## config.mk

```make
export PLATFORM = sky130hd
export DESIGN_NAME = e203_subsys_rst_seqr_flat
export DESIGN_NICKNAME = d
export VERILOG_FILES = /design/src/rtl/e203_subsys_rst_seqr_if.sv /design/src/rtl/e203_subsys_rst_seqr.sv /design/src/flat_wrapper.sv
export SDC_FILE = /design/constraint.sdc
export NUM_CORES = 1
export LEC_CHECK = 0
export CAP_MARGIN = 20
export CORE_MARGIN = 2
export CORE_UTILIZATION = 58
export CTS_CLUSTER_DIAMETER = 60
export DETAILED_ROUTE_END_ITERATION = 16
export PLACE_DENSITY = 0.82
export RECOVER_POWER = 50
export SLEW_MARGIN = 20
export SYNTH_ARGS = -nofsm -noshare
export SYNTH_HDL_FRONTEND = slang
export SYNTH_SLANG_ARGS = --single-unit
```

## constraint.sdc

```tcl
create_clock -name clk -period 5.1 [get_ports clk]
set_input_delay 0.51 -clock clk [delete_from_list [all_inputs] [get_ports clk]]
set_output_delay 0.51 -clock clk [all_outputs]
set_load 0.005 [all_outputs]
```

## src/rtl/e203_subsys_rst_seqr_if.sv

```systemverilog
// Sequencer side-band bundle: pll lock, reset requests and ack, the three domain resets and status.
// The sequencer takes the slave modport; the SoC control side takes master.
interface e203_subsys_rst_seqr_if;
    logic       test_mode;
    logic       pll_lock;
    logic       sw_rst_req;
    logic       sw_rst_ack;
    logic       wdg_rst_req;
    logic       per_rst_n;
    logic       main_rst_n;
    logic       core_rst_n;
    logic [1:0] rst_cause;
    logic       seq_busy;

    modport master (
        output test_mode,
        output pll_lock,
        output sw_rst_req,
        output wdg_rst_req,
        input  sw_rst_ack,
        input  per_rst_n,
        input  main_rst_n,
        input  core_rst_n,
        input  rst_cause,
        input  seq_busy
    );

    modport slave (
        input  test_mode,
        input  pll_lock,
        input  sw_rst_req,
        input  wdg_rst_req,
        output sw_rst_ack,
        output per_rst_n,
        output main_rst_n,
        output core_rst_n,
        output rst_cause,
        output seq_busy
    );
endinterface

```

## src/rtl/e203_subsys_rst_seqr.sv

```systemverilog
// Subsystem reset sequencer: waits for a stable PLL, then releases per -> main -> core GAP_CYC apart.
// All outputs registered (one edge after the decision); sw_rst_req is held by the requester until acked.
module e203_subsys_rst_seqr #(
    parameter int unsigned STABLE_CYC = 16,
    parameter int unsigned GAP_CYC    = 4,
    parameter int unsigned HOLD_CYC   = 8,
    parameter int unsigned CNT_W      = 8
) (
    input  logic                   clk,
    input  logic                   rst_n,
    e203_subsys_rst_seqr_if.slave  bus
);

    typedef enum logic [2:0] {
        ST_ASSERT    = 3'd0,
        ST_WAIT_LOCK = 3'd1,
        ST_REL_PER   = 3'd2,
        ST_REL_MAIN  = 3'd3,
        ST_REL_CORE  = 3'd4,
        ST_RUN       = 3'd5,
        ST_HOLD      = 3'd6
    } state_e;

    typedef enum logic [1:0] {
        CAUSE_POR  = 2'b00,
        CAUSE_SW   = 2'b01,
        CAUSE_WDG  = 2'b10,
        CAUSE_LOCK = 2'b11
    } cause_e;

    // WAIT_LOCK compares against the full count; the dwell states leave on their last counted cycle.
    localparam logic [CNT_W-1:0] STABLE_LIM = CNT_W'(STABLE_CYC);
    localparam logic [CNT_W-1:0] GAP_LIM    = CNT_W'(GAP_CYC - 1);
    localparam logic [CNT_W-1:0] HOLD_LIM   = CNT_W'(HOLD_CYC - 1);
    localparam logic [CNT_W-1:0] CNT_ONE    = {{(CNT_W-1){1'b0}}, 1'b1};

    state_e           state_q, state_d;
    logic [CNT_W-1:0] cnt_q, cnt_d;
    logic             per_rst_q, per_rst_d;
    logic             main_rst_q, main_rst_d;
    logic             core_rst_q, core_rst_d;
    logic             ack_q, ack_d;
    logic             busy_q, busy_d;
    cause_e           cause_q, cause_d;
    logic             go_hold;
    cause_e           hold_cause;

    always_ff @(posedge clk) begin
        if (!rst_n) begin
            state_q    <= ST_ASSERT;
            cnt_q      <= '0;
            per_rst_q  <= 1'b0;
            main_rst_q <= 1'b0;
            core_rst_q <= 1'b0;
            ack_q      <= 1'b0;
            busy_q     <= 1'b1;
            cause_q    <= CAUSE_POR;
        end else begin
            state_q    <= state_d;
            cnt_q      <= cnt_d;
            per_rst_q  <= per_rst_d;
            main_rst_q <= main_rst_d;
            core_rst_q <= core_rst_d;
            ack_q      <= ack_d;
            busy_q     <= busy_d;
            cause_q    <= cause_d;
        end
    end

    always_comb begin
        state_d    = state_q;
        cnt_d      = cnt_q;
        per_rst_d  = per_rst_q;
        main_rst_d = main_rst_q;
        core_rst_d = core_rst_q;
        ack_d      = 1'b0;
        cause_d    = cause_q;
        go_hold    = 1'b0;
        hold_cause = cause_q;

        case (state_q)
            ST_ASSERT: begin
                per_rst_d  = 1'b0;
                main_rst_d = 1'b0;
                core_rst_d = 1'b0;
                cnt_d      = '0;
                state_d    = ST_WAIT_LOCK;
            end
            ST_WAIT_LOCK: begin
                if (!bus.pll_lock) begin
                    cnt_d = '0;
                end else if (cnt_q == STABLE_LIM) begin
                    cnt_d     = '0;
                    per_rst_d = 1'b1;
                    state_d   = ST_REL_PER;
                end else begin
                    cnt_d = cnt_q + CNT_ONE;
                end
            end
            ST_REL_PER: begin
                if (!bus.pll_lock) begin
                    go_hold    = 1'b1;
                    hold_cause = CAUSE_LOCK;
                end else if (cnt_q == GAP_LIM) begin
                    cnt_d      = '0;
                    main_rst_d = 1'b1;
                    state_d    = ST_REL_MAIN;
                end else begin
                    cnt_d = cnt_q + CNT_ONE;
                end
            end
            ST_REL_MAIN: begin
                if (!bus.pll_lock) begin
                    go_hold    = 1'b1;
                    hold_cause = CAUSE_LOCK;
                end else if (cnt_q == GAP_LIM) begin
                    cnt_d      = '0;
                    core_rst_d = 1'b1;
                    state_d    = ST_REL_CORE;
                end else begin
                    cnt_d = cnt_q + CNT_ONE;
                end
            end
            ST_REL_CORE: begin
                if (!bus.pll_lock) begin
                    go_hold    = 1'b1;
                    hold_cause = CAUSE_LOCK;
                end else begin
                    cnt_d   = '0;
                    state_d = ST_RUN;
                end
            end
            ST_RUN: begin
                // Watchdog wins; a losing software request stays pending and is serviced on the next RUN.
                if (bus.wdg_rst_req) begin
                    go_hold    = 1'b1;
                    hold_cause = CAUSE_WDG;
                end else if (bus.sw_rst_req) begin
                    go_hold    = 1'b1;
                    hold_cause = CAUSE_SW;
                    ack_d      = 1'b1;
                end else if (!bus.pll_lock) begin
                    go_hold    = 1'b1;
                    hold_cause = CAUSE_LOCK;
                end
            end
            ST_HOLD: begin
                if (cnt_q == HOLD_LIM) begin
                    cnt_d   = '0;
                    state_d = ST_WAIT_LOCK;
                end else begin
                    cnt_d = cnt_q + CNT_ONE;
                end
            end
            default: begin
                cnt_d   = '0;
                state_d = ST_ASSERT;
            end
        endcase

        if (go_hold) begin
            state_d    = ST_HOLD;
            cnt_d      = '0;
            per_rst_d  = 1'b0;
            main_rst_d = 1'b0;
            core_rst_d = 1'b0;
            cause_d    = hold_cause;
        end

        busy_d = (state_d != ST_RUN);
    end

    // Scan bypass is the only combinational path: the domains follow the raw reset pin.
    assign bus.per_rst_n  = bus.test_mode ? rst_n : per_rst_q;
    assign bus.main_rst_n = bus.test_mode ? rst_n : main_rst_q;
    assign bus.core_rst_n = bus.test_mode ? rst_n : core_rst_q;
    assign bus.sw_rst_ack = ack_q;
    assign bus.seq_busy   = busy_q;
    assign bus.rst_cause  = cause_q;

    a_ack_single: assert property (@(posedge clk) disable iff (!rst_n) ack_q |=> !ack_q);
    a_rel_order:  assert property (@(posedge clk) (!core_rst_q || main_rst_q) && (!main_rst_q || per_rst_q));

endmodule

```

## src/flat_wrapper.sv

```systemverilog
// flat-port wrapper written by rule: the top's interface ports become plain ports
module e203_subsys_rst_seqr_flat 
#(
    parameter int unsigned STABLE_CYC = 16,
    parameter int unsigned GAP_CYC    = 4,
    parameter int unsigned HOLD_CYC   = 8,
    parameter int unsigned CNT_W      = 8
)
  (clk, rst_n, bus_test_mode, bus_pll_lock, bus_sw_rst_req, bus_wdg_rst_req, bus_sw_rst_ack, bus_per_rst_n, bus_main_rst_n, bus_core_rst_n, bus_rst_cause, bus_seq_busy);
  e203_subsys_rst_seqr_if bus_i ();
  input  logic clk;
  input  logic rst_n;
  input wire logic [$bits(bus_i.test_mode)-1:0] bus_test_mode;
  input wire logic [$bits(bus_i.pll_lock)-1:0] bus_pll_lock;
  input wire logic [$bits(bus_i.sw_rst_req)-1:0] bus_sw_rst_req;
  input wire logic [$bits(bus_i.wdg_rst_req)-1:0] bus_wdg_rst_req;
  output wire logic [$bits(bus_i.sw_rst_ack)-1:0] bus_sw_rst_ack;
  output wire logic [$bits(bus_i.per_rst_n)-1:0] bus_per_rst_n;
  output wire logic [$bits(bus_i.main_rst_n)-1:0] bus_main_rst_n;
  output wire logic [$bits(bus_i.core_rst_n)-1:0] bus_core_rst_n;
  output wire logic [$bits(bus_i.rst_cause)-1:0] bus_rst_cause;
  output wire logic [$bits(bus_i.seq_busy)-1:0] bus_seq_busy;
  assign bus_i.test_mode = bus_test_mode;
  assign bus_i.pll_lock = bus_pll_lock;
  assign bus_i.sw_rst_req = bus_sw_rst_req;
  assign bus_i.wdg_rst_req = bus_wdg_rst_req;
  assign bus_sw_rst_ack = bus_i.sw_rst_ack;
  assign bus_per_rst_n = bus_i.per_rst_n;
  assign bus_main_rst_n = bus_i.main_rst_n;
  assign bus_core_rst_n = bus_i.core_rst_n;
  assign bus_rst_cause = bus_i.rst_cause;
  assign bus_seq_busy = bus_i.seq_busy;
  e203_subsys_rst_seqr #(.STABLE_CYC(STABLE_CYC), .GAP_CYC(GAP_CYC), .HOLD_CYC(HOLD_CYC), .CNT_W(CNT_W)) u_core (.clk(clk), .rst_n(rst_n), .bus(bus_i));
endmodule
```

# --- After elaboration in Yosys (flattened, before gate mapping) ---
# Cells that the tools add are included.
totals:
  reg_bits: 18
  inputBits: 6
  out_inout_bits: 7
  wordCells: 79
op_classes:
  n_addsub: 1
  n_eq_ne: 18
  mux: 36
  bitwise: 2
  n_reduce_logical: 14
ops:
  columns: ["op", "count"]
  rows:
  - ["2-to-1 mux 8 bit", 6]
  - ["case mux 8 bit (5 select lines)", 1]
  - ["2-to-1 mux 3 bit", 9]
  - ["case mux 3 bit (7 select lines)", 1]
  - ["AND reduction 3 bit", 4]
  - ["2-to-1 mux 1 bit", 11]
  - ["equality test 3 bit, second input constant", 3]
  - ["adder 8 x 1 -> 8 bit, second input constant", 1]
  - ["equality test 8 x 2 -> 1 bit, second input constant", 1]
  - ["equality test 8 x 3 -> 1 bit, second input constant", 1]
  - ["equality test 8 x 5 -> 1 bit, second input constant", 1]
  - ["inequality test 2 x 1 -> 1 bit, second input constant", 4]
  - ["inequality test 2 bit, second input constant", 4]
  - ["case mux 1 bit (2 select lines)", 4]
  - ["nonzero test 2 bit", 4]
  - ["equality test 3 x 2 -> 1 bit, second input constant", 2]
  - ["2-to-1 mux 2 bit", 3]
  - ["OR reduction 3 bit", 2]
  - ["case mux 2 bit (2 select lines)", 1]
  - ["OR reduction 2 bit", 2]
  - ["equality test 3 x 1 -> 1 bit, second input constant", 1]
  - ["logical NOT 3 bit", 1]
  - ["inequality test 3 bit, second input constant", 1]
  - ["NOT 1 bit", 2]
  - ["AND reduction 2 bit", 1]

# --- Depth between registers and ports, before layout ---
# Gate-level depths: netlist of the first run.
depth:
  ltp_word: 6
  ltp_mapped: 7
  ltp_nobuf: 7

# --- Worst setup path after synthesis of the first run ---
# OpenSTA, ideal clock, no wires.
synth_path:
  path_kind: "reg-to-reg"
  startpoint: "register u_core.cnt_q[7]"
  endpoint: "register u_core.cnt_q[3]"
  setup_time_ns: 0.144
  t_arrival_ns: 1.737
  slack_ns: 3.219
  stages_incl_launch_ff: 6
  path_cell_list: "dfxtp_1 -> or4_4 -> or3_4 -> a22o_4 -> nor3_4 -> nor4_1"
synth_between:
  elab_chain_cells: 4
synth_lines:
  columns: ["element", "line", "rtl"]
  rows:
  - ["start: declaration", "e203_subsys_rst_seqr.sv:38", "logic [CNT_W-1:0] cnt_q, cnt_d;"]
  - ["start signal: assignment", "e203_subsys_rst_seqr.sv:60", "cnt_q <= cnt_d;"]
  - ["equality test 8 x 2 -> 1 bit / equality test 8 x 5 -> 1 bit (equally long branches)", "e203_subsys_rst_seqr.sv:104, e203_subsys_rst_seqr.sv:116, e203_subsys_rst_seqr.sv:92", null]
  - ["2-to-1 mux 8 bit (on tied branches)", "e203_subsys_rst_seqr.sv:104, e203_subsys_rst_seqr.sv:116, e203_subsys_rst_seqr.sv:92", null]
  - ["2-to-1 mux 8 bit (on tied branches)", "e203_subsys_rst_seqr.sv:101, e203_subsys_rst_seqr.sv:90", null]
  - ["case mux 8 bit (5 select lines) *", "e203_subsys_rst_seqr.sv:81", "case (state_q)"]
# Every way passes the cells marked *; elsewhere a longest branch is shown, timed or not. The select of a mux whose other input is x is not followed.
# A chain may end at the register's enable or synchronous reset.

# --- Worst setup path in the final report of the first run ---
layout_path:
  startpoint: "input port bus_pll_lock"
  endpoint: "register u_core.busy_q, in the netlist u_core.bus.seq_busy"
layout_between:
  elab_chain_cells: 6
layout_lines:
  columns: ["element", "line", "rtl"]
  rows:
  - ["start: declaration", "flat_wrapper.sv:14", "input wire logic [$bits(bus_i.pll_lock)-1:0] bus_pll_lock;"]
  - ["2-to-1 mux 1 bit", null, null]
  - ["2-to-1 mux 1 bit", "e203_subsys_rst_seqr.sv:138", "end else if (bus.sw_rst_req) begin"]
  - ["2-to-1 mux 1 bit", "e203_subsys_rst_seqr.sv:135", "if (bus.wdg_rst_req) begin"]
  - ["case mux 1 bit (2 select lines)", "e203_subsys_rst_seqr.sv:81", null]
  - ["2-to-1 mux 3 bit *", "e203_subsys_rst_seqr.sv:161", "if (go_hold) begin"]
  - ["inequality test 3 bit *", "e203_subsys_rst_seqr.sv:170", "busy_d = (state_d != ST_RUN);"]
  - ["end signal: assignment", "e203_subsys_rst_seqr.sv:65", "busy_q <= busy_d;"]
  - ["end: declaration", "e203_subsys_rst_seqr.sv:43", "logic busy_q, busy_d;"]
# Every way passes the cells marked *; elsewhere a longest branch is shown, timed or not.

==> metrics.md, run 1 <==
| Metric | Value |
|---|---|
| # diodes | 0 |
| Syn avg cell area | 7.92 um2 |
| Register area share after synthesis | 33.2% |
| Area leader, netlist | dfxtp_1 |
| Vias | 1037 |
| Comb power frac | 48.4% |
| Final GP Congestion | 0.910 |
| Post-Route Skew | 0.00568 ns |
| Worst Path Required | 5.35 ns |
| Number of global-route vias before repair | 924 |
| Unique masters post-synth | 42 |
| Crit path arrival time | 2.69 ns |
| Largest net degree at the start of global routing | 15 |
| CP Cell Sequence | dlygate4sd3_1 > or3b_2 > o311ai_0 > clkbuf_1 > a2111o_1 > o211ai_2 > nand2_1 |
| WHS Path Cells | 2 |
| Setup TNS | 0 ns |
| FP Rows | 15 |
| Post-route setup slack | 2.66 ns |
| Initial antenna violation count | 0 |
| I/O pins | 13 |
| CTS tree | done |
| Min-Delay Path Class | reg -> reg |
| Max Cap Violations | 0 |
| Crit end category | flip-flop |
| I/O Buffers | 12 |
| Vias/cell | 6.06 |
| Asr flop ratio synth | 0% |
| Reg2Reg Capture Point | u_core.bus.seq_busy$_SDFF_PN1_ |
| Layout area overhead | 13.7% |
| Num CTS Buffers | 3 |
| Area of the core | 1750 um2 |
| Root buffer cell | clkbuf_4 |
| Clk Latency, worst-skew pair | 0.29 ns |
| Largest fanout on the critical path | 12 |
| Syn Inst Count | 137 |
| Total die area | 2230 um2 |
| Fin. max-slew vios | 0 |
| Hold Vio Cnt, Final | 0 |
| DRT Pass-1 Iters | 4 |
| H-tree levels | 1 |
| Pwr/cell area | 446 nW/um2 |
| Leakage | 0.443 nW |
| Detailed placement HPWL | 1850 um |
| Congestion Overflow GR | 0 |
| RSZ-0062 raised after global routing | false |
| Routed WL per cell | 14.9 um |
| Final period util | 47.8% |
| Postcts setup bufs | 0 |
| Pint | 0.306 mW |
| Sequential power share | 38.6% |
| Die Y | 47.2 um |
| Critical Path Slowest Stage Cell | dlygate4sd3_1 |
| CP peak stage delay | 0.66 ns |
| Total track usage | 25.7% |
| Clk sinks | 18 |
| Clock slew at reported path FFs | 0.11 ns |
| Util after Layout | 70.7% |
| DR iter-0 viols | 33 |
| Net Sw Frac | 44.4% |
| Status | finished, final reports clean |
| Minimum clock period after layout | 2.44 ns |
| Nets@finish | 156 |
| Flop2flop setup slack | 2.91 ns |
| Post-synth EDFFs | 0 |
| Hold_buf cts | 0 |
| Achievable frequency | 410 MHz |
| Slew HR | 61.6% |
| Reg2Reg Depth | 6 |
| Clock power share | 13.0% |
| Sw Pwr | 0.245 mW |
| Primary FF master, synth | dfxtp_1 |
| Post-CTS sizing | 0 |
| Share of cells above drive strength 1 | 8.90% |
| Maximum clock insertion buffer count | 2 |
| Area fraction of the dominant cell type after synthesis | 33.2% |
| CP startpoint kind | primary input |
| Worst-margin pin slew | 0.576 ns |
| Setup-failing EPs final | 0 |
| DRT antenna net count | 0 |
| DRC Markers | 0 |
| Hold Crit Start | u_core.core_rst_q$_SDFFE_PP0P_ |
| Routed wire length | 2560 um |
| Area of the mapped netlist | 1080 um2 |
| WS Path Type | in -> reg |
| First-pass GRT wire length | 4000 um |
| Synth Net Count | 145 |
| Synth area leaders | dfxtp_1 (33%), a21oi_1 (4.6%), nand2_1 (3.8%) |
| Initial Util | 62.2% |
| Ys Warns | 0 |
| Pre-CTS WS | 2.66 ns |
| Post-synthesis register bit count | 18 |
| Die Wd | 47.2 um |
| Worst r2r src | u_core.state_q[1]$_SDFF_PN0_ |
| Worst vdd ir | 406 uV |
| Hold endpoint | u_core.core_rst_q$_SDFFE_PP0P_ |
[per-layer routing]
metal / global-route usage, % / share of wire (%) / vias up / routed length (um)
li1: - / - / 518 / -
met5: 0 / 0 / - / 0
met2: 41.4 / 48 / 40 / 1230
met3: 3.85 / 5.0 / 6 / 129
met4: 11.7 / 1.7 / 0 / 44
met1: 33.9 / 45 / 473 / 1150
[cell usage in the layout, fill, tap and decap left out, types with 3 or more instances in the layout]
cell type	synthesis	routed
nor3_1	6	6
a21oi_1	10	10
clkbuf_4	0	3
nand2_1	11	11
dfxtp_1	18	18
nand2b_1	4	4
dlygate4sd3_1	0	5
and3_1	3	3
nand3_1	5	5
o21ai_0	7	7
inv_1	8	8
nor4_1	5	5
nor2b_1	3	3
nor2_1	11	11
clkdlybuf4s50_1	0	7
[cell families after synthesis]
kind of cell | count (synthesis) | share of synthesized area, %
and+or+nand+nor | 62 | 32.1
AOI/OAI and AO/OA | 35 | 22.5
DFF | 18 | 33.2
buffers and inverters | 15 | 5.42
muxes | 3 | 2.88
xor gates and xnor gates | 2 | 1.62
adders and majority gates | 2 | 2.31
[power by group through the flow]
stage               clock network [mW]  registers, mW  logic (mW)
finish                          0.0718          0.212       0.267
global route                    0.0757          0.218       0.291
CTS                             0.0723          0.212       0.273
detailed placement                   0          0.214       0.269
global placement                     0          0.213       0.263
floorplan                            0          0.182       0.225
[sequential cells by signal, indices dropped and copies added, names as in the netlist]
| signal | flops |
|---|---|
| u_core.cnt_q | 8 |
| u_core.state_q | 3 |
| u_core.bus.rst_cause | 2 |
| u_core.bus.seq_busy | 1 |
| u_core.bus.sw_rst_ack | 1 |
| u_core.core_rst_q | 1 |
| u_core.main_rst_q | 1 |
| u_core.per_rst_q | 1 |
[critical path, delay by kind of cell]
kind	cells	cell delay (ns)
and+or+nand+nor	2	0.60
AOI/OAI and AO/OA	3	0.42
buffers and inverters	2	1.15
[synth_stat cells (2+ instances only)]
cell and n:
and3_2 2, nor3b_1 2, xnor2_1 2, and3_1 3
nand3_1 5, dfxtp_1 18, o31ai_1 2, a21oi_1 10
nor3_1 6, a31oi_1 2, nand2_1 11, nand4_1 2
o21ai_0 7, nor2_1 11, nor2b_1 3, a211oi_1 2
buf_2 2, nor4_1 5, clkbuf_1 5, or3_1 2
ha_1 2, nand2b_1 4, o31a_1 2, inv_1 8
mux2i_1 2
[how the worst max path moves through the flow]
stage / from / endpoint / slack (ns)
2_1_floorplan: u_core.cnt_q[7]$_SDFFE_PP0P_ / u_core.cnt_q[3]$_SDFFE_PP0P_ / 3.22
6_report: bus_pll_lock / u_core.bus.seq_busy$_SDFF_PN1_ / 2.66
3_3_place_gp: bus_pll_lock / u_core.bus.seq_busy$_SDFF_PN1_ / 2.69
4_1_cts: rst_n / bus_main_rst_n / 2.66
5_1_grt: bus_pll_lock / u_core.bus.seq_busy$_SDFF_PN1_ / 2.58
3_5_place_dp: bus_pll_lock / u_core.bus.seq_busy$_SDFF_PN1_ / 2.66
[cell type report]
type | instances | area [um2]
sequential | 18 | 360
fill | 146 | 512
tap | 25 | 31.3
clock buffer | 3 | 22.5
inverter | 8 | 30.0
timing repair buffer | 13 | 124
multi-input combinational | 104 | 666
[metrics by stage]
stage	hold slack, ns	power, mW	instance area, um2	instances
after floorplan	0.448	0.407	1080	137
after global placement	0.463	0.476	1210	168
after detailed placement	0.467	0.483	1210	168
after CTS	0.482	0.556	1240	171
after global routing	0.519	0.584	1230	171
final	0.479	0.551	1230	171
Note: power is estimated with default switching activity, not from simulation.
==> run 2: changes to the inputs <==
--- a/config.mk
+++ b/config.mk
@@ -7,10 +7,10 @@
 export LEC_CHECK = 0
 export CAP_MARGIN = 20
 export CORE_MARGIN = 2
-export CORE_UTILIZATION = 58
+export CORE_UTILIZATION = 54
 export CTS_CLUSTER_DIAMETER = 60
 export DETAILED_ROUTE_END_ITERATION = 16
-export PLACE_DENSITY = 0.82
+export PLACE_DENSITY = 0.78
 export RECOVER_POWER = 50
 export SLEW_MARGIN = 20
 export SYNTH_ARGS = -nofsm -noshare
==> constraint.sdc (replaced) <==
create_clock -name clk -period 2.27 [get_ports clk]
set_input_delay 0.227 -clock clk [delete_from_list [all_inputs] [get_ports clk]]
set_output_delay 0.227 -clock clk [all_outputs]
set_load 0.005 [all_outputs]
==> metrics.md, run 2 (synthesis results as in run 1) <==
| Metric | Value |
|---|---|
| Status | finished, final reports clean |
| Layout area overhead | 16.6% |
| Root buffer cell | clkbuf_4 |
| Clk sinks | 18 |
| Post-route insts no fill | 176 |
| Achievable frequency | 477 MHz |
| Fill cells | 185 |
| RSZ-0062 raised after global routing | false |
| Maximum clock insertion buffer count | 2 |
| Share of cells above drive strength 1 | 10.7% |
| Commonest non-fill, non-tap cell in the layout | dfxtp_1 |
| Max reg flops | 8 |
| Max Cap Violations | 0 |
| Post-CTS sizing | 0 |
| Worst Path Required | 2.47 ns |
| Most frequent cells in the layout | dfxtp_1 (18), nand2_1 (11), nor2_1 (11) |
| Setup-failing EPs final | 0 |
| Post-Route Skew | 0.0154 ns |
| Setup TNS | 0 ns |
| Pwr/cell area | 1020 nW/um2 |
| Detailed placement HPWL | 1830 um |
| Postcts setup bufs | 0 |
| Total die area | 2380 um2 |
| Clock slew at reported path FFs | 0.12 ns |
| Crit end category | flip-flop |
| Hold Vio Cnt, Final | 0 |
| WS Path Type | reg -> reg |
| Placed cells | 172 |
| Total track usage | 22.4% |
| Die Y | 48.8 um |
| CP peak stage delay | 0.63 ns |
| Minimum clock period after layout | 2.09 ns |
| Footprint of the multi-input gates | 662 um2 |
| Largest Register | u_core.cnt_q |
| Nets@finish | 158 |
| H-tree levels | 1 |
| CP delay by family, top | simple AND/OR/NAND/NOR gates |
| I/O pins | 13 |
| First-pass GRT wire length | 4270 um |
| Worst vdd ir | 691 uV |
| DR iter-0 viols | 24 |
| Number of global-route vias before repair | 940 |
| Final period util | 92.3% |
| Num CTS Buffers | 3 |
| Largest fanout on the critical path | 6 |
| Die Wd | 48.8 um |
| Initial antenna violation count | 0 |
| Area of the core | 1920 um2 |
| Hold_buf cts | 0 |
| DRT Pass-1 Iters | 4 |
| DRT antenna net count | 0 |
| Crit path arrival time | 2.30 ns |
| DRC Markers | 0 |
| Fin. max-slew vios | 0 |
| Worst-margin pin slew | 0.484 ns |
| CP Cell Sequence | or4_1 > or3_4 > nor2_1 > a21oi_1 > o31a_1 |
| Sequential Area | 360 um2 |
| Min-Delay Path Class | reg -> reg |
| Initial Util | 56.4% |
| Leakage | 0.471 nW |
| Clk Latency, worst-skew pair | 0.29 ns |
| Tot Pwr | 1.29 mW |
| Routed wire length | 2460 um |
| Buf/Inv on CP | 0 |
| Congestion Overflow GR | 0 |
| Final GP Congestion | 0.900 |
| Vias/cell | 5.94 |
| Slew HR | 67.7% |
| CP startpoint kind | flip-flop |
| Largest net degree at the start of global routing | 15 |
| Critical Path Slowest Stage Cell | or4_1 |
| I/O Buffers | 12 |
| FP Rows | 16 |
| Routed WL per cell | 14.0 um |
| CTS tree | done |
| # diodes | 0 |
| Vias | 1045 |
| Hold WS | 0.476 ns |
==> run 2: cell count changes in the layout (fill, tap and decap cells not counted), sizes merged <==
cell,change
clkdlybuf4s50,-2
buf,+3
dlygate4sd3,+2
==> run 2: metal layers <==
metal	global-route usage, %	routed length, um
met3	3.37	102
met4	7.62	29
met5	0	0
met1	27.6	1090
met2	39.7	1240
==> run 2: metrics by stage <==
stage | cell area [um2] | setup WS, ns | util [%]
floorplan | 1080 | 0.389 | -
global placement | 1230 | 0.295 | 64.1
detailed placement | 1230 | 0.240 | 64.1
CTS | 1270 | 0.264 | 66.0
global route | 1260 | 0.0882 | 65.8
finish | 1260 | 0.175 | 65.8
==> run 2: final timing paths <==
kind / start / endpoint / slack, ns / depth (start not counted)
worst max-delay path: u_core.cnt_q[3]$_SDFFE_PP0P_ / u_core.state_q[1]$_SDFF_PN0_ / 0.18 / 5
worst max register to register: u_core.cnt_q[3]$_SDFFE_PP0P_ / u_core.state_q[1]$_SDFF_PN0_ / 0.18 / 5
worst min register to register: u_core.per_rst_q$_SDFFE_PP0P_ / u_core.per_rst_q$_SDFFE_PP0P_ / 0.48 / 2
worst min-delay path: u_core.per_rst_q$_SDFFE_PP0P_ / u_core.per_rst_q$_SDFFE_PP0P_ / 0.48 / 2
==> run 2: power breakdown <==
group | switching [mW] | internal [mW] | leakage [nW] | total [mW]
clock network | 0.102 | 0.0976 | 0.0210 | 0.199
registers | 0.0913 | 0.371 | 0.146 | 0.462
logic | 0.357 | 0.272 | 0.303 | 0.629
total | 0.550 | 0.740 | 0.471 | 1.29
==> run 2: worst register-to-register path, cell delays in order (launching register included) <==
cell	delay (ns)
dfxtp_1	0.38
or4_1	0.63
or3_4	0.43
nor2_1	0.19
a21oi_1	0.10
o31a_1	0.29
==> run 2: area by class of cell <==
type                    count  share of cell area [%]
clock buffers               4                    2.87
inverters                   8                    2.37
multi-input cells         104                    52.3
flip-flops and latches     18                    28.5
well taps                  27                    2.67
repair buffers             15                    11.3
